<file path="src/rtl/aes_pkg.sv">
// Shared AES constants, key-schedule FSM state type and GF(2^8) helper functions.
package aes_pkg;
  localparam int         AES_NR      = 10;
  localparam logic [7:0] AES_POLY    = 8'h1b;
  localparam logic [7:0] AES_RC_LAST = 8'h36;

  typedef enum logic [1:0] {S_IDLE, S_FWD, S_EMIT, S_FIN} ks_state_t;

  function automatic logic [7:0] xtime(input logic [7:0] x);
    return {x[6:0], 1'b0} ^ (x[7] ? AES_POLY : 8'h00);
  endfunction

  // Exact inverse of xtime: undoes the reduction when the product was odd.
  function automatic logic [7:0] inv_xtime(input logic [7:0] x);
    return x[0] ? (((x ^ AES_POLY) >> 1) | 8'h80) : (x >> 1);
  endfunction
endpackage

</file>
<file path="src/rtl/inv_key_schedule_if.sv">
// Control/round-key bus of the inverse key schedule.
interface inv_key_schedule_if;
  logic         start;
  logic [127:0] key_in;
  logic [127:0] rk_data;
  logic [3:0]   rk_round;
  logic         rk_valid;
  logic         rk_ready;
  logic         busy;
  logic         done;

  modport master (output start, key_in, rk_ready,
                  input  rk_data, rk_round, rk_valid, busy, done);
  modport slave  (input  start, key_in, rk_ready,
                  output rk_data, rk_round, rk_valid, busy, done);
endinterface

</file>
<file path="src/rtl/aes_sbox.sv">
// AES S-box: multiplicative inverse in GF(2^8) (as x^254) followed by the affine map.
module aes_sbox
  import aes_pkg::*;
(
  input  logic [7:0] a_i,
  output logic [7:0] s_o
);
  function automatic logic [7:0] gmul(input logic [7:0] a, input logic [7:0] b);
    logic [7:0] p, t;
    p = '0;
    t = a;
    for (int i = 0; i < 8; i++) begin
      if (b[i]) p = p ^ t;
      t = xtime(t);
    end
    return p;
  endfunction

  logic [7:0] sq, inv;

  // x^254 = x^2 * x^4 * ... * x^128; maps 0 to 0 as the standard requires.
  always_comb begin
    sq  = a_i;
    inv = 8'h01;
    for (int i = 1; i < 8; i++) begin
      sq  = gmul(sq, sq);
      inv = gmul(inv, sq);
    end
    s_o = inv ^ {inv[6:0], inv[7]} ^ {inv[5:0], inv[7:6]} ^
          {inv[4:0], inv[7:5]} ^ {inv[3:0], inv[7:4]} ^ 8'h63;
  end
endmodule

</file>
<file path="src/rtl/ks_sub_rot_word.sv">
// SubWord(RotWord(word)) ^ {rc,24'h0}; shared by the forward and backward steps.
module ks_sub_rot_word (
  input  logic [31:0] word_i,
  input  logic [7:0]  rc_i,
  output logic [31:0] word_o
);
  logic [31:0] rot, sub;

  assign rot = {word_i[23:0], word_i[31:24]};

  for (genvar g = 0; g < 4; g++) begin : g_sbox
    aes_sbox u_sbox (.a_i(rot[8*g +: 8]), .s_o(sub[8*g +: 8]));
  end

  assign word_o = sub ^ {rc_i, 24'h0};
endmodule

</file>
<file path="src/rtl/inv_key_schedule.sv">
// AES-128 inverse key schedule: emits round keys 10..0, one per handshake, from one stored key.
// Build option INV_KS_FWD_PRECOMP_EN: key_in is the cipher key and is expanded forward first.
module inv_key_schedule
  import aes_pkg::*;
#(
  parameter int         NR      = AES_NR,
  parameter logic [7:0] RC_LAST = AES_RC_LAST
) (
  input  logic               clk,
  input  logic               rst_n,
  inv_key_schedule_if.slave  ks
);
  localparam logic [3:0] LAST_ROUND = 4'(NR);

  ks_state_t    state_q, state_d;
  logic [127:0] key_q, key_d;
  logic [3:0]   round_q, round_d;
  logic [7:0]   rc_q, rc_d;

  logic [31:0] w0, w1, w2, w3, b1, b2, b3, sub_in, sr;

  assign {w0, w1, w2, w3} = key_q;
  // Backward step: the stored key is {w4..w7}; recover w1..w3 by XOR, then w0 via SubRot.
  assign b3 = w3 ^ w2;
  assign b2 = w2 ^ w1;
  assign b1 = w1 ^ w0;

`ifdef INV_KS_FWD_PRECOMP_EN
  logic [31:0] f0, f1, f2, f3;
  assign sub_in = (state_q == S_FWD) ? w3 : b3;
  assign f0 = w0 ^ sr;
  assign f1 = w1 ^ f0;
  assign f2 = w2 ^ f1;
  assign f3 = w3 ^ f2;
`else
  assign sub_in = b3;
`endif

  ks_sub_rot_word u_srw (.word_i(sub_in), .rc_i(rc_q), .word_o(sr));

  always_comb begin
    state_d = state_q;
    key_d   = key_q;
    round_d = round_q;
    rc_d    = rc_q;
    case (state_q)
      S_IDLE: if (ks.start) begin
        key_d = ks.key_in;
`ifdef INV_KS_FWD_PRECOMP_EN
        state_d = S_FWD;
        round_d = 4'd0;
        rc_d    = 8'h01;
`else
        state_d = S_EMIT;
        round_d = LAST_ROUND;
        rc_d    = RC_LAST;
`endif
      end
`ifdef INV_KS_FWD_PRECOMP_EN
      S_FWD: begin
        key_d   = {f0, f1, f2, f3};
        rc_d    = xtime(rc_q);
        round_d = round_q + 4'd1;
        if (round_q == LAST_ROUND - 4'd1) begin
          state_d = S_EMIT;
          round_d = LAST_ROUND;
          rc_d    = RC_LAST;
        end
      end
`endif
      S_EMIT: if (ks.rk_ready) begin
        if (round_q != 4'd0) begin
          key_d   = {w0 ^ sr, b1, b2, b3};
          round_d = round_q - 4'd1;
          rc_d    = inv_xtime(rc_q);
        end else begin
          state_d = S_FIN;
        end
      end
      S_FIN:   state_d = S_IDLE;
      default: state_d = S_IDLE;
    endcase
  end

  always_ff @(posedge clk or negedge rst_n) begin
    if (!rst_n) begin
      state_q <= S_IDLE;
      key_q   <= '0;
      round_q <= '0;
      rc_q    <= RC_LAST;
    end else begin
      state_q <= state_d;
      key_q   <= key_d;
      round_q <= round_d;
      rc_q    <= rc_d;
    end
  end

  assign ks.rk_data  = key_q;
  assign ks.rk_round = round_q;
  assign ks.rk_valid = (state_q == S_EMIT);
  assign ks.busy     = (state_q != S_IDLE);
  assign ks.done     = (state_q == S_FIN);
endmodule

</file>
<file path="src/flat_wrapper.sv">
// flat-port wrapper written by rule: the top's interface ports become plain ports
module inv_key_schedule_flat import aes_pkg::*;
#(
  parameter int         NR      = AES_NR,
  parameter logic [7:0] RC_LAST = AES_RC_LAST
)
  (clk, rst_n, ks_start, ks_key_in, ks_rk_ready, ks_rk_data, ks_rk_round, ks_rk_valid, ks_busy, ks_done);
  inv_key_schedule_if ks_i ();
  input  logic clk;
  input  logic rst_n;
  input wire logic [$bits(ks_i.start)-1:0] ks_start;
  input wire logic [$bits(ks_i.key_in)-1:0] ks_key_in;
  input wire logic [$bits(ks_i.rk_ready)-1:0] ks_rk_ready;
  output wire logic [$bits(ks_i.rk_data)-1:0] ks_rk_data;
  output wire logic [$bits(ks_i.rk_round)-1:0] ks_rk_round;
  output wire logic [$bits(ks_i.rk_valid)-1:0] ks_rk_valid;
  output wire logic [$bits(ks_i.busy)-1:0] ks_busy;
  output wire logic [$bits(ks_i.done)-1:0] ks_done;
  assign ks_i.start = ks_start;
  assign ks_i.key_in = ks_key_in;
  assign ks_i.rk_ready = ks_rk_ready;
  assign ks_rk_data = ks_i.rk_data;
  assign ks_rk_round = ks_i.rk_round;
  assign ks_rk_valid = ks_i.rk_valid;
  assign ks_busy = ks_i.busy;
  assign ks_done = ks_i.done;
  inv_key_schedule #(.NR(NR), .RC_LAST(RC_LAST)) u_core (.clk(clk), .rst_n(rst_n), .ks(ks_i));
endmodule
</file>
<file path="config.mk">
export PLATFORM = sky130hd
export DESIGN_NAME = inv_key_schedule_flat
export DESIGN_NICKNAME = d
export VERILOG_FILES = /design/src/rtl/aes_pkg.sv /design/src/rtl/inv_key_schedule_if.sv /design/src/rtl/aes_sbox.sv /design/src/rtl/ks_sub_rot_word.sv /design/src/rtl/inv_key_schedule.sv /design/src/flat_wrapper.sv
export SDC_FILE = /design/constraint.sdc
export NUM_CORES = 2
export LEC_CHECK = 0
export BUFFER_PORTS_ARGS = -buffer_cell sky130_fd_sc_hd__buf_4
export CAP_MARGIN = 20
export CELL_PAD_IN_SITES_DETAIL_PLACEMENT = 0
export CELL_PAD_IN_SITES_GLOBAL_PLACEMENT = 1
export CORE_ASPECT_RATIO = 1.5
export CORE_MARGIN = 2
export CORE_UTILIZATION = 50
export CTS_CLUSTER_SIZE = 20
export DETAILED_ROUTE_END_ITERATION = 7
export GPL_TIMING_DRIVEN = 1
export PLACE_DENSITY_LB_ADDON = 0.1
export SYNTH_ARGS = -nofsm -noshare
export SYNTH_HDL_FRONTEND = slang
export SYNTH_SLANG_ARGS = --single-unit
</file>
<file path="constraint.sdc">
create_clock -name clk -period 23.1 [get_ports clk]
set_input_delay 2.31 -clock clk [delete_from_list [all_inputs] [get_ports clk]]
set_output_delay 2.31 -clock clk [all_outputs]
set_load 0.02 [all_outputs]
</file>
# Word-level counts from Yosys, hierarchy flattened
# Cells that the tools add are included.
[word_totals]
register_bits = 142
output_inout_bits = 135
[classes]
add_sub_neg = 1
eq_ne = 6
n_mux = 829
bitwise = 782
n_reduce_logical = 6
[ops]
columns = ["op", "count"]
rows = [
  ["$xor 8x8->8", 744],
  ["$mux 8", 424],
  ["$mux 5", 368],
  ["$mux 128", 3],
  ["$pmux 128 s2", 1],
  ["$xor 32x32->32", 5],
  ["$mux 4", 7],
  ["$mux 7", 4],
  ["$not 1->1 const A", 28],
  ["$mux 6", 4],
  ["$not 4->4", 5],
  ["$pmux 8 s2", 1],
  ["$mux 2", 7],
  ["$mux 3", 4],
  ["$pmux 4 s2", 1],
  ["$ne 2x2->1 const B", 3],
  ["$eq 2x2->1 const B", 2],
  ["$mux 1", 4],
  ["$pmux 2 s2", 1],
  ["$reduce_and 4->1", 1],
  ["$reduce_bool 2->1", 2],
  ["$reduce_bool 4->1", 1],
  ["$sub 4x1->4 const B", 1],
  ["$reduce_and 3->1", 1],
  ["2 further kinds", 2],
]

# Logic depth before layout (Yosys ltp)
[depth]
depth_word = 138
ltp_mapped = 67
depth_no_buf = 56

# Cells and area by module
# Synthesis repeated with hierarchy kept, for this count alone.
[hier_totals]
hier_cells = 8666
area_unflattened_um2 = 69865.8
[modules_own_cells]
columns = ["module", "n_inst", "cells_each", "area_each_um2"]
rows = [
  ["aes_sbox", 4, 1942, 15220.8],
  ["inv_key_schedule", 1, 890, 8912.3],
  ["ks_sub_rot_word", 1, 8, 70.1],
]

# Worst setup path before layout
# OpenSTA, ideal clock, no wires.
[synth_timing]
path_kind = "register to register"
start = "register u_core.key_q[55], in the netlist u_core.ks.rk_data[55]"
end = "register u_core.key_q[125], in the netlist u_core.ks.rk_data[125]"
setup_ns = 0.129
t_arrival_ns = 15.912
required_time_ns = 22.971
setup_slack_ns = 7.059
stages_incl_launch_ff = 61
path_buffers = 6
synth_period_minus_slack_ns = 16.041
cell_sequence = "dfrtp_1 > xnor2_2 > inv_1 > buf_2 > ha_1 > xor3_1 > a21boi_0 > nor2_1 > inv_2 > clkbuf_1 > clkbuf_1 > ha_1 > clkbuf_1 > inv_1 > xnor3_1 > inv_1 > mux2i_1 > xnor2_1 > [25 not listed] > xnor3_1 > xnor2_1 > nor2_1 > xor3_1 > xnor2_1 > xnor2_1 > xnor2_4 > xnor3_1 > nor2_1 > xnor3_1 > xnor3_1 > xnor3_1 > xnor3_1 > xnor2_2 > xnor2_1 > xnor2_1 > mux2i_1 > o21ai_1"
[synth_via]
elab_chain_cells = 135
elab_cells_between_ends = 392
cone_classes = "202 x mux; 190 x bitwise"
[synth_lines]
columns = ["item", "line", "rtl"]
rows = [
  ["from (decl)", "inv_key_schedule.sv:16", "logic [127:0] key_q, key_d;"],
  ["from (signal assigned)", "inv_key_schedule.sv:93", "key_q <= key_d;"],
  ["$xor 32x32->32 *", "inv_key_schedule.sv:24", "assign b3 = w3 ^ w2;"],
  ["$mux 5 / $mux 8 (equally long branches)", "aes_pkg.sv:10, aes_sbox.sv:13", ""],
  ["$xor 8x8->8 (on tied branches)", "aes_pkg.sv:10, aes_sbox.sv:13", ""],
  ["$xor 8x8->8 / $mux 8 (equally long branches)", "aes_sbox.sv:13", "if (b[i]) p = p ^ t;"],
  ["$mux 8 / $xor 8x8->8 (equally long branches)", "aes_sbox.sv:13", ""],
  ["$xor 8x8->8 / $mux 8 (equally long branches)", "aes_sbox.sv:13", ""],
  ["$mux 8 / $xor 8x8->8 (equally long branches)", "aes_sbox.sv:13", ""],
  ["$xor 8x8->8 / $mux 8 (equally long branches)", "aes_sbox.sv:13", ""],
  ["[117 not listed]", "n/a", ""],
  ["$xor 8x8->8 (3 in a row)", "aes_sbox.sv:29", "s_o = inv ^ {inv[6:0], inv[7]} ^ {inv[5:0], inv[7:6]} ^"],
  ["$xor 8x8->8 *", "aes_sbox.sv:30", "{inv[4:0], inv[7:5]} ^ {inv[3:0], inv[7:4]} ^ 8'h63;"],
  ["$not 4->4 (no source line) *", "n/a", ""],
  ["$xor 32x32->32 *", "ks_sub_rot_word.sv:15", "assign word_o = sub ^ {rc_i, 24'h0};"],
  ["$xor 32x32->32 *", "inv_key_schedule.sv:73", "key_d = {w0 ^ sr, b1, b2, b3};"],
  ["$mux 128 *", "inv_key_schedule.sv:72", "if (round_q != 4'd0) begin"],
  ["$mux 128 *", "inv_key_schedule.sv:71", "S_EMIT: if (ks.rk_ready) begin"],
  ["$pmux 128 s2 *", "inv_key_schedule.sv:46", "case (state_q)"],
]
# Mark *: on every way between the ends. The rest lies on a longest branch, timed or not. The select of a mux whose other input is x is not followed.
# A chain may end at the register's enable or synchronous reset.

# Worst setup path after layout
# Ends and elaborated chain as after synthesis.

==> run summary <==
* final instance area: 0.0665 mm2
* number of enable flip-flop cells after synthesis: 0
* number of gates resized after CTS: 0
* top flip-flop cell by instance count after synthesis: sky130_fd_sc_hd__dfrtp_1
* number of endpoints failing setup at the final stage: 0
* clk slew on worst S/H paths: 80 ps
* number of ports placed on the die boundary: 267
* RSZ-0062 raised after global routing: false
* Slew @ Worst Pin: 1090 ps
* Post-Syn Nets: 8336
* Wirelength per Cell: 21.5 um
* maximum fanout along the worst path: 21
* Chip Height: 433 um
* Syn Std Cell Area: 0.0614 mm2
* fraction of layout instances using a drive strength above 1: 0.107
* crit end category: flop
* clock root buffer: sky130_fd_sc_hd__clkbuf_16
* endpoint required time on the critical path: 23460 ps
* violated checks: design-rule violations
* class of the tightest hold or removal check: reg -> reg
* most frequent cells in the layout: sky130_fd_sc_hd__xnor2_1 (1503), sky130_fd_sc_hd__nor2_1 (1327), sky130_fd_sc_hd__nand2_1 (741), sky130_fd_sc_hd__buf_4 (553), sky130_fd_sc_hd__o21ai_0 (487)
* share of the core filled with cells: 0.545
* share of flip-flops with an asynchronous set or reset: 1.00
* floorplan die width: 290 um
* via count normalized by instance count: 6.04
* number of warnings reported in the yosys synthesis log: 0
* #FFs+latches synth: 142
* clock tree from TritonCTS: built
* final period utilization: 0.857
* DRC marker count from the first detailed-route iteration: 4431
* net total in the final layout: 8392
* Max Fclk: 50.5 MHz
* antenna-violating nets left: 0
* pin count of the biggest net entering global routing: 81
* area of placed instances: 0.0659 mm2
* cell depth of the worst flop-to-flop path: 55
* number of antenna violations at the first check in global routing: 3
* Bufs on Longest Clock Path: 2
* post-synth cell types: 109
* total clock sinks: 142
* wire length of the first global-routing pass: 331 mm
* port bufs: 266
* category of the worst setup path launch point: flop
* top cells by area in the synthesized netlist: sky130_fd_sc_hd__xnor2_1 (22%), sky130_fd_sc_hd__xnor3_1 (14%), sky130_fd_sc_hd__nor2_1 (8.1%)
* sum of negative setup slack: 0 ps
* via count: 59500
* area of the core: 0.122 mm2
* clock buffer count from CTS: 17
* layout filler cell count: 11900
* crit path max-delay cell type: sky130_fd_sc_hd__mux2i_1
* number of buffers inserted to repair setup after CTS: 0
* synthesized instance count: 8183
* largest clock skew in the final design: 22.6 ps
* data arrival time of the critical path: 20160 ps
* Slew Limit Headroom: 0.256
* deepest level of the CTS H-tree: 4
* initial cell density of the core: 0.503
* detailed-routing iteration count for the pre-antenna-repair pass: 8
* type of the setup path with the least slack: reg -> reg
* vias in the first global route: 57200
* worst hold path depth: 2
* share of the synthesized area in the top cell type: 0.221
* most repeated library cell on the critical path: sky130_fd_sc_hd__xnor2_1
* die area: 0.126 mm2
* Yosys top cell by area: sky130_fd_sc_hd__xnor2_1
* total of max-cap violations: 0
* number of failing hold endpoints at the final stage: 0
* last weighted congestion value of the routability-driven placer: 0.959
* Seq/Total Area, Yosys: 0.0580
* Detail Placement HPWL: 160 mm
* Synth Area per Inst: 7.50 um2
* number of core rows: 157
* hold_buf cts: 0
* DRC: 2
* outcome: complete, but fails checks
* sum of overflow across all layers after global routing: 0
* Detailed Route WL: 212 mm
* most common cell after layout, fill and taps aside: sky130_fd_sc_hd__xnor2_1
* Pins Over Slew Limit: 0
* crit-path max cell delay: 760 ps
* area added between synthesis and finish: 8.42%
* clock latency of the later-clocked register in the worst-skew pair: 520 ps
* minimum clock period after layout: 19800 ps
* total global routing track utilization: 0.327
## routing by layer
layer / GRT usage / wire, um
met3: 0.0310 / 10600
met5: 0 / 39
met4: 0.135 / 9310
met1: 0.391 / 84500
met2: 0.598 / 107000
## registers in the layout (all words and copies together), names as in the netlist
register	count
u_core.rc_q	8
u_core.ks.rk_data	128
u_core.state_q	2
u_core.ks.rk_round	4
## synthesized netlist by cell type, drive strengths merged (11+ instances only)
library cell and count:
xnor2 1629, nor2 1337, nand2 743, o21ai 503
a21oi 441, xor2 435, clkbuf 386, xnor3 384
mux2i 211, nand3 205, nor3 199, dfrtp 138
buf 131, a22oi 126, o22ai 120, a31oi 79
inv 79, a211oi 64, nand2b 63, nor2b 63
o211ai 56, and2 55, xor3 54, mux2 51
or3 46, and3 42, nor4 36, o31ai 31
or2 31, nand4 30, a2bb2oi 29, o221ai 29
a21o 26, a221oi 23, ha 21, o21a 20
o32ai 19, a32oi 16, o311ai 16, a21boi 14
o2111ai 11, or4 11
## final timing paths
check                                                  start                                 end  slack, ps
setup / recovery           u_core.ks.rk_data[55]$_DFFE_PN0P_  u_core.ks.rk_data[125]$_DFFE_PN0P_       3300
hold / removal                    u_core.rc_q[1]$_DFFE_PN1P_          u_core.rc_q[1]$_DFFE_PN1P_        480
setup reg to reg           u_core.ks.rk_data[55]$_DFFE_PN0P_  u_core.ks.rk_data[125]$_DFFE_PN0P_       3300
hold reg to reg                   u_core.rc_q[1]$_DFFE_PN1P_          u_core.rc_q[1]$_DFFE_PN1P_        480
max in group asynchronous                              rst_n   u_core.ks.rk_data[50]$_DFFE_PN0P_      19740
min in group asynchronous                              rst_n   u_core.ks.rk_data[93]$_DFFE_PN0P_       1890
## final cells by class
class / count / area, um2 / share of cell area
antenna: 2 / 5.00 / 0.0000752
clock buffer: 17 / 425 / 0.00640
clock inverter: 15 / 193 / 0.00290
inverter: 88 / 335 / 0.00504
multi-input combinational: 7436 / 55900 / 0.840
sequential: 142 / 3560 / 0.0535
tap: 1590 / 1990 / 0.0299
timing repair buffer: 554 / 4160 / 0.0626
## cells by family (layout without fill, tap and decap cells)
| family | after synthesis | in the layout | synth area share |
|---|---|---|---|
| compound gates | 1744 | 1744 | 0.178 |
| simple gates | 2902 | 2902 | 0.205 |
| flops | 142 | 142 | 0.0580 |
| other cells | 0 | 2 | 0 |
| buf+inv | 605 | 674 | 0.0392 |
| fa+ha+maj | 24 | 24 | 0.00477 |
| mux | 264 | 264 | 0.0446 |
| xor+xnor | 2502 | 2502 | 0.470 |
## worst max-delay path, delay by kind of cell, from the launching register on
family	cells	cell delay, ps
buffers and inverters	5	1100
adders and majority gates	4	1750
AOI/OAI and AO/OA	6	1860
xor gates and xnor gates	25	9920
and+or+nand+nor	9	2020
muxes	6	2280
DFF	1	640
## per-stage QoR
step / hold WS, ps / worst slack (ps) / cells
6_report: 484 / 3300 / 9844
5_1_grt: 497 / 2230 / 9842
4_1_cts: 485 / 3520 / 9840
3_5_place_dp: 472 / 3650 / 9808
3_3_place_gp: 465 / 3680 / 9806
2_1_floorplan: 447 / 7060 / 8183
Power is left out: the tool's default activity adds up to more than one toggle a clock period on the data nets, which glitch-free logic cannot reach.
